[config.mk]
export PLATFORM = sky130hd
export DESIGN_NAME = melody_sequencer
export DESIGN_NICKNAME = d
export VERILOG_FILES = /design/src/rtl/melody_pkg.sv /design/src/rtl/melody_rom.sv /design/src/rtl/melody_sequencer.sv
export SDC_FILE = /design/constraint.sdc
export NUM_CORES = 1
export LEC_CHECK = 0
export ABC_AREA = 1
export BUFFER_PORTS_ARGS = -buffer_cell sky130_fd_sc_hd__buf_4
export CAP_MARGIN = 20
export CORE_AREA = 2 2 80 82
export DETAILED_ROUTE_END_ITERATION = 10
export DIE_AREA = 0 0 82 84
export GPL_ROUTABILITY_DRIVEN = 1
export PLACE_DENSITY = 0.83
export SETUP_SLACK_MARGIN = 0.05
export SLEW_MARGIN = 15
export SYNTH_ARGS = -nofsm -noshare
export SYNTH_HDL_FRONTEND = slang
export SYNTH_SLANG_ARGS = --single-unit
export TNS_END_PERCENT = 100
[constraint.sdc]
create_clock -name clk -period 3.25 [get_ports clk]
set_input_delay 0.1625 -clock clk [delete_from_list [all_inputs] [get_ports clk]]
set_output_delay 0.1625 -clock clk [all_outputs]
set_load 0.02 [all_outputs]
[src/rtl/melody_pkg.sv]
// Shared types and constants for the melody sequencer.
// Song entries are {voice[3:0], dur[3:0]}; a zero duration ends the song.
package melody_pkg;

  typedef enum logic [1:0] {
    ST_IDLE,
    ST_PLAY,
    ST_GAP,
    ST_PAUSED
  } state_e;

  localparam int VOICE_W = 4;
  localparam int DUR_W   = 4;

  localparam logic [VOICE_W-1:0] REST    = '0;
  localparam logic [DUR_W-1:0]   END_DUR = '0;

endpackage

[src/rtl/melody_rom.sv]
// Constant song table: 4 songs x SONG_LEN entries, combinational lookup.
// Song 0: two notes, song 1: empty, song 2: full length, song 3: short tune.
module melody_rom
  import melody_pkg::*;
#(
  parameter int SONG_LEN = 32,
  parameter int IDX_W    = $clog2(SONG_LEN)
) (
  input  logic [1:0]         song_sel,
  input  logic [IDX_W-1:0]   note_idx,
  output logic [VOICE_W-1:0] voice,
  output logic [DUR_W-1:0]   dur
);

  always_comb begin
    voice = REST;
    dur   = END_DUR;
    unique case (song_sel)
      2'd0: begin
        if (note_idx == IDX_W'(0)) begin
          voice = 4'd5;
          dur   = 4'd2;
        end else if (note_idx == IDX_W'(1)) begin
          voice = 4'd3;
          dur   = 4'd1;
        end
      end
      2'd1: begin
      end
      2'd2: begin
        voice = VOICE_W'(int'(note_idx) % 15 + 1);
        dur   = 4'd1;
      end
      2'd3: begin
        if (note_idx == IDX_W'(0)) begin
          voice = 4'd9;
          dur   = 4'd1;
        end else if (note_idx == IDX_W'(1)) begin
          voice = 4'd2;
          dur   = 4'd1;
        end
      end
    endcase
  end

endmodule

[src/rtl/melody_sequencer.sv]
// Plays a ROM song as timed notes separated by silent gaps.
// Define SONG_LOOP_EN to repeat the song until stop instead of ending.
module melody_sequencer
  import melody_pkg::*;
#(
  parameter int BEAT_CYC = 10_000_000,
  parameter int GAP_CYC  = 400_000,
  parameter int SONG_LEN = 32,
  localparam int IDX_W   = $clog2(SONG_LEN)
) (
  input  logic               clk,
  input  logic               rst,
  input  logic               start,
  input  logic               stop,
  input  logic               pause,
  input  logic [1:0]         song_sel,
  output logic [VOICE_W-1:0] voice,
  output logic               busy,
  output logic               done,
  output logic [IDX_W-1:0]   note_idx
);

  localparam int MAX_CYC = (BEAT_CYC > GAP_CYC) ? BEAT_CYC : GAP_CYC;
  localparam int CNT_W   = $clog2(MAX_CYC + 1);

  localparam logic [CNT_W-1:0] BEAT_LAST = CNT_W'(BEAT_CYC - 1);
  localparam logic [CNT_W-1:0] GAP_LAST  = CNT_W'(GAP_CYC - 1);
  localparam logic [IDX_W-1:0] IDX_LAST  = IDX_W'(SONG_LEN - 1);

  state_e             state_q, state_d;
  state_e             ret_q, ret_d;
  logic [1:0]         sel_q, sel_d;
  logic [IDX_W-1:0]   idx_q, idx_d;
  logic [CNT_W-1:0]   cyc_q, cyc_d;
  logic [DUR_W-1:0]   beat_q, beat_d;
  logic [DUR_W-1:0]   dur_q, dur_d;
  logic [VOICE_W-1:0] voice_q, voice_d;
  logic               busy_q, busy_d;
  logic               done_q, done_d;

  logic               gap_end;
  logic [VOICE_W-1:0] nv;
  logic [1:0]         rd_sel;
  logic [IDX_W-1:0]   rd_idx;
  logic [VOICE_W-1:0] rom_voice;
  logic [DUR_W-1:0]   rom_dur;

  // The ROM is addressed with the entry that the next cycle will play.
  always_comb begin
    gap_end = (state_q == ST_GAP) && (cyc_q == GAP_LAST);
    rd_sel  = sel_q;
    rd_idx  = idx_q;
    if (state_q == ST_IDLE) begin
      rd_sel = song_sel;
      rd_idx = '0;
    end else if (gap_end) begin
      rd_idx = idx_q + 1'b1;
    end
  end

  melody_rom #(
    .SONG_LEN(SONG_LEN)
  ) u_rom (
    .song_sel(rd_sel),
    .note_idx(rd_idx),
    .voice   (rom_voice),
    .dur     (rom_dur)
  );

`ifdef SONG_LOOP_EN
  logic [VOICE_W-1:0] head_voice;
  logic [DUR_W-1:0]   head_dur;

  melody_rom #(
    .SONG_LEN(SONG_LEN)
  ) u_head (
    .song_sel(sel_q),
    .note_idx(IDX_W'(0)),
    .voice   (head_voice),
    .dur     (head_dur)
  );
`endif

  always_comb begin
    state_d = state_q;
    ret_d   = ret_q;
    sel_d   = sel_q;
    idx_d   = idx_q;
    cyc_d   = cyc_q;
    beat_d  = beat_q;
    dur_d   = dur_q;
    done_d  = 1'b0;
    nv      = rom_voice;

    unique case (state_q)
      ST_IDLE: begin
        if (start) begin
          sel_d  = song_sel;
          idx_d  = '0;
          cyc_d  = '0;
          beat_d = '0;
          if (rom_dur == END_DUR) begin
            done_d = 1'b1;
          end else begin
            state_d = ST_PLAY;
            dur_d   = rom_dur;
          end
        end
      end
      ST_PLAY: begin
        if (cyc_q == BEAT_LAST) begin
          cyc_d = '0;
          if (beat_q == dur_q - 1'b1) begin
            beat_d  = '0;
            state_d = ST_GAP;
          end else begin
            beat_d = beat_q + 1'b1;
          end
        end else begin
          cyc_d = cyc_q + 1'b1;
        end
      end
      ST_GAP: begin
        if (gap_end) begin
          cyc_d = '0;
          if (idx_q == IDX_LAST || rom_dur == END_DUR) begin
            idx_d = '0;
`ifdef SONG_LOOP_EN
            state_d = ST_PLAY;
            dur_d   = head_dur;
            nv      = head_voice;
`else
            state_d = ST_IDLE;
            done_d  = 1'b1;
`endif
          end else begin
            idx_d   = idx_q + 1'b1;
            dur_d   = rom_dur;
            state_d = ST_PLAY;
          end
        end else begin
          cyc_d = cyc_q + 1'b1;
        end
      end
      ST_PAUSED: begin
        if (!pause) begin
          state_d = ret_q;
        end
      end
    endcase

    // The pausing cycle still counts, so total note time is preserved.
    if (pause && (state_q == ST_PLAY || state_q == ST_GAP)
        && state_d != ST_IDLE) begin
      ret_d   = state_d;
      state_d = ST_PAUSED;
    end

    if (stop) begin
      state_d = ST_IDLE;
      ret_d   = ST_IDLE;
      idx_d   = '0;
      cyc_d   = '0;
      beat_d  = '0;
      done_d  = 1'b0;
    end

    voice_d = (state_d == ST_PLAY) ? nv : REST;
    busy_d  = (state_d != ST_IDLE);
  end

  always_ff @(posedge clk or posedge rst) begin
    if (rst) begin
      state_q <= ST_IDLE;
      ret_q   <= ST_IDLE;
      sel_q   <= '0;
      idx_q   <= '0;
      cyc_q   <= '0;
      beat_q  <= '0;
      dur_q   <= '0;
      voice_q <= REST;
      busy_q  <= 1'b0;
      done_q  <= 1'b0;
    end else begin
      state_q <= state_d;
      ret_q   <= ret_d;
      sel_q   <= sel_d;
      idx_q   <= idx_d;
      cyc_q   <= cyc_d;
      beat_q  <= beat_d;
      dur_q   <= dur_d;
      voice_q <= voice_d;
      busy_q  <= busy_d;
      done_q  <= done_d;
    end
  end

  assign voice    = voice_q;
  assign busy     = busy_q;
  assign done     = done_q;
  assign note_idx = idx_q;

endmodule

==> impl_results.md <==
- Status: finished, violations left
- Failing checks: setup timing
- Largest stage delay, worst path: 0.36 ns
- Layout area overhead: 23.4%
- Top cells by area, synth: dfrtp_1, nand2_1, inv_1
- CTS Buffer Depth: 2
- Setup TNS: -0.0480 ns
- Max_cap viols: 0
- Total grt overflow: 0
- Highest-count cells in the layout ignoring fill and taps: nand2_1, inv_1, nor2_1, buf_4, dfrtp_1
- WP buf/inv: 3
- CP delay by family, top: simple AND/OR/NAND/NOR gates
- Register area share after synthesis: 35.5%
- WP data arrival: 3.54 ns
- Power Dens Cells: 466 nW/um2
- Number of global-route vias before repair: 3095
- Row cnt: 29
- Worst-margin pin slew: 0.448 ns
- Finished Cell Area: 4090 um2
- Syn_nets: 465
- Via/cell ratio: 5.61
- Clock transition at path regs: 0.10 ns
- Final setup skew: 0.0142 ns
- Die area: 6890 um2
- Top cell type by total area after synthesis: dfrtp_1
- Area share of the largest cell type after synthesis: 35.5%
- Root buf cell: clkbuf_8
- Max Clock Freq: 303 MHz
- Overall Power: 1.91 mW
- RSZ-0062 raised after global routing: true
- CTS tree: done
- Core area: 6100 um2
- Synthesis warning total: 0
- Initial antenna violation count: 0
- Synth Area per Inst: 7.44 um2
- Post-synth EDFFs: 0
- Setup CP Type: reg2reg
- Startpoint Class: flip-flop
- RePlAce Congestion: 0.904
- I/O pins: 18
- Max-slew violations: 0
- Largest net degree at the start of global routing: 48
- Setup ws final: -0.0480 ns
- Final ANT Viol Nets: 0
- Number of DRC markers in iteration 0: 203
- Commonest non-fill, non-tap cell in the layout: nand2_1
- # setup viols final: 1
- CP endpoint kind: flip-flop
- Placed insts: 550
- 1st-pass router iterations: 6
- Synthesis-stage register bit count: 47
- Peak supply drop: 0.333 mV
- Final period util: 101%
- Post-Route WL: 8.58 mm
- Worst Path Required: 3.49 ns
- Die Span X: 82 um
- DP HPWL: 5.68 mm
- Worst path cell trace: ha_2 -> nand2_4 -> nor2_4 -> nand2_2 -> nor2_4 -> nand3_4 -> buf_4 -> nand2_1 -> nand2_2 -> nor2_8 -> nand3_2 -> nand2_2 -> nand2_2 -> nand2_2 -> ha_4 -> buf_4 -> inv_1 -> nor2_2 -> nor2_2 -> nor2_2 -> nand3_1 -> nand2_1 -> nand3_1 -> a21oi_1
- Async S/R FF share, synth: 100%
- Post-place setup slack: -0.184 ns
- CTS sink cnt: 47
- Placed cell areas: 3630 um2
- Post-synth top flop: dfrtp_1
- Synth unique cells: 46
- Remaining DRCs: 0
- CP max-delay cell: dfrtp_1
- Critical path fanouts, max: 6
- Initial Util: 54.3%
- Share of layout cells above drive strength 1: 26.9%
- Most frequent cell on the critical path: nand2_2
- Hold Path Class: in2reg
- Final Hold Viols: 0
- Chip Height: 84 um
- Number of diodes: 0
- Fin crit period: 3.30 ns
- Nets: 521
- Post-Syn Area: 3310 um2
- Clock latency on the worst-skew pair: 0.31 ns
- Tot GR Track Use: 23.9%
- LEAKAGE: 1.94 nW
- Routed vias: 3250
- Mapped Cells: 445
- CTS H-tree depth: 2
- Num CTS Buffers: 5
- Port Buffers: 17
- Global-route wire length before repair: 13.2 mm
- WL/cell: 14.8 um
- Post-route insts no fill: 579
- Slew HR: 69.9%
- Worst Hold Slack: 0.0729 ns
- Post-layout util: 67.0%
Yosys cell counts (2+ instances only):
library cell,number
a31oi_1,6
o21ai_0,16
nand4_1,13
nand2_2,17
o21ai_1,3
a21oi_1,18
nor3_1,16
buf_2,3
nor2_4,4
nor2_8,2
nor2_1,53
ha_1,13
nand3_2,5
inv_2,5
nand4_2,2
inv_1,63
a211oi_1,3
xor2_1,5
nand3_1,22
dfrtp_1,47
nor2_2,5
nor4_1,4
nand2_1,89
o22ai_1,7
a21oi_2,3
worst paths after layout:
check / from / slack, ns / endpoint / depth (start not counted)
setup / recovery: cyc_q[0] / -0.05 / voice[3] / 24
hold / removal: stop / 0.07 / done / 2
setup reg to reg: cyc_q[0] / -0.05 / voice[3] / 24
hold reg to reg: sel_q[0] / 0.50 / sel_q[0] / 2
max in group asynchronous: rst / 2.42 / state_q[1] / 4
min in group asynchronous: rst / 0.35 / ret_q[0] / 3
cell type report:
| type | instances | area [um2] |
|---|---|---|
| well taps | 77 | 96.3 |
| clock buffers | 7 | 96.3 |
| fillers | 485 | 2010 |
| multi-input cells | 326 | 2030 |
| repair buffers | 53 | 420 |
| inverters | 68 | 255 |
| clock inverters | 1 | 7.51 |
| flip-flops and latches | 47 | 1180 |
state kept, by name, indices dropped and copies added, names as in the netlist:
signal	flops
beat_q	4
busy	1
cyc_q	24
done	1
dur_q	2
note_idx	5
ret_q	2
sel_q	2
state_q	2
voice	4
layer usage:
metal,vias up,wire length (um),track usage [%]
met5,-,0,0
met4,0,251,8.48
met3,26,306,4.22
met2,78,4350,41.1
met1,1560,3670,29.3
li1,1586,-,-
repair_timing:
action	4_1_cts	5_1_grt
gates cloned	0	0
endpoints found under the hold margin	0	12
hold buffers	0	1
pin swaps	8	29
endpoints found under the setup margin	3	8
setup buffers	7	12
gates resized for setup	10	31
logic make-up after synthesis:
kind of cell / count (synthesis) / synth area share (%)
compound gates: 66 / 12.7
xor+xnor: 6 / 1.59
fa+ha+maj: 13 / 4.91
buf+inv: 72 / 8.28
flops: 47 / 35.5
mux: 1 / 0.302
simple gates: 240 / 36.7
power breakdown:
part / switching, mW / internal, mW / leakage (nW)
clock network: 0.212 / 0.194 / 0.0505
logic: 0.541 / 0.265 / 1.25
registers: 0.0423 / 0.652 / 0.642
Note: power is estimated with default switching activity, not from simulation.
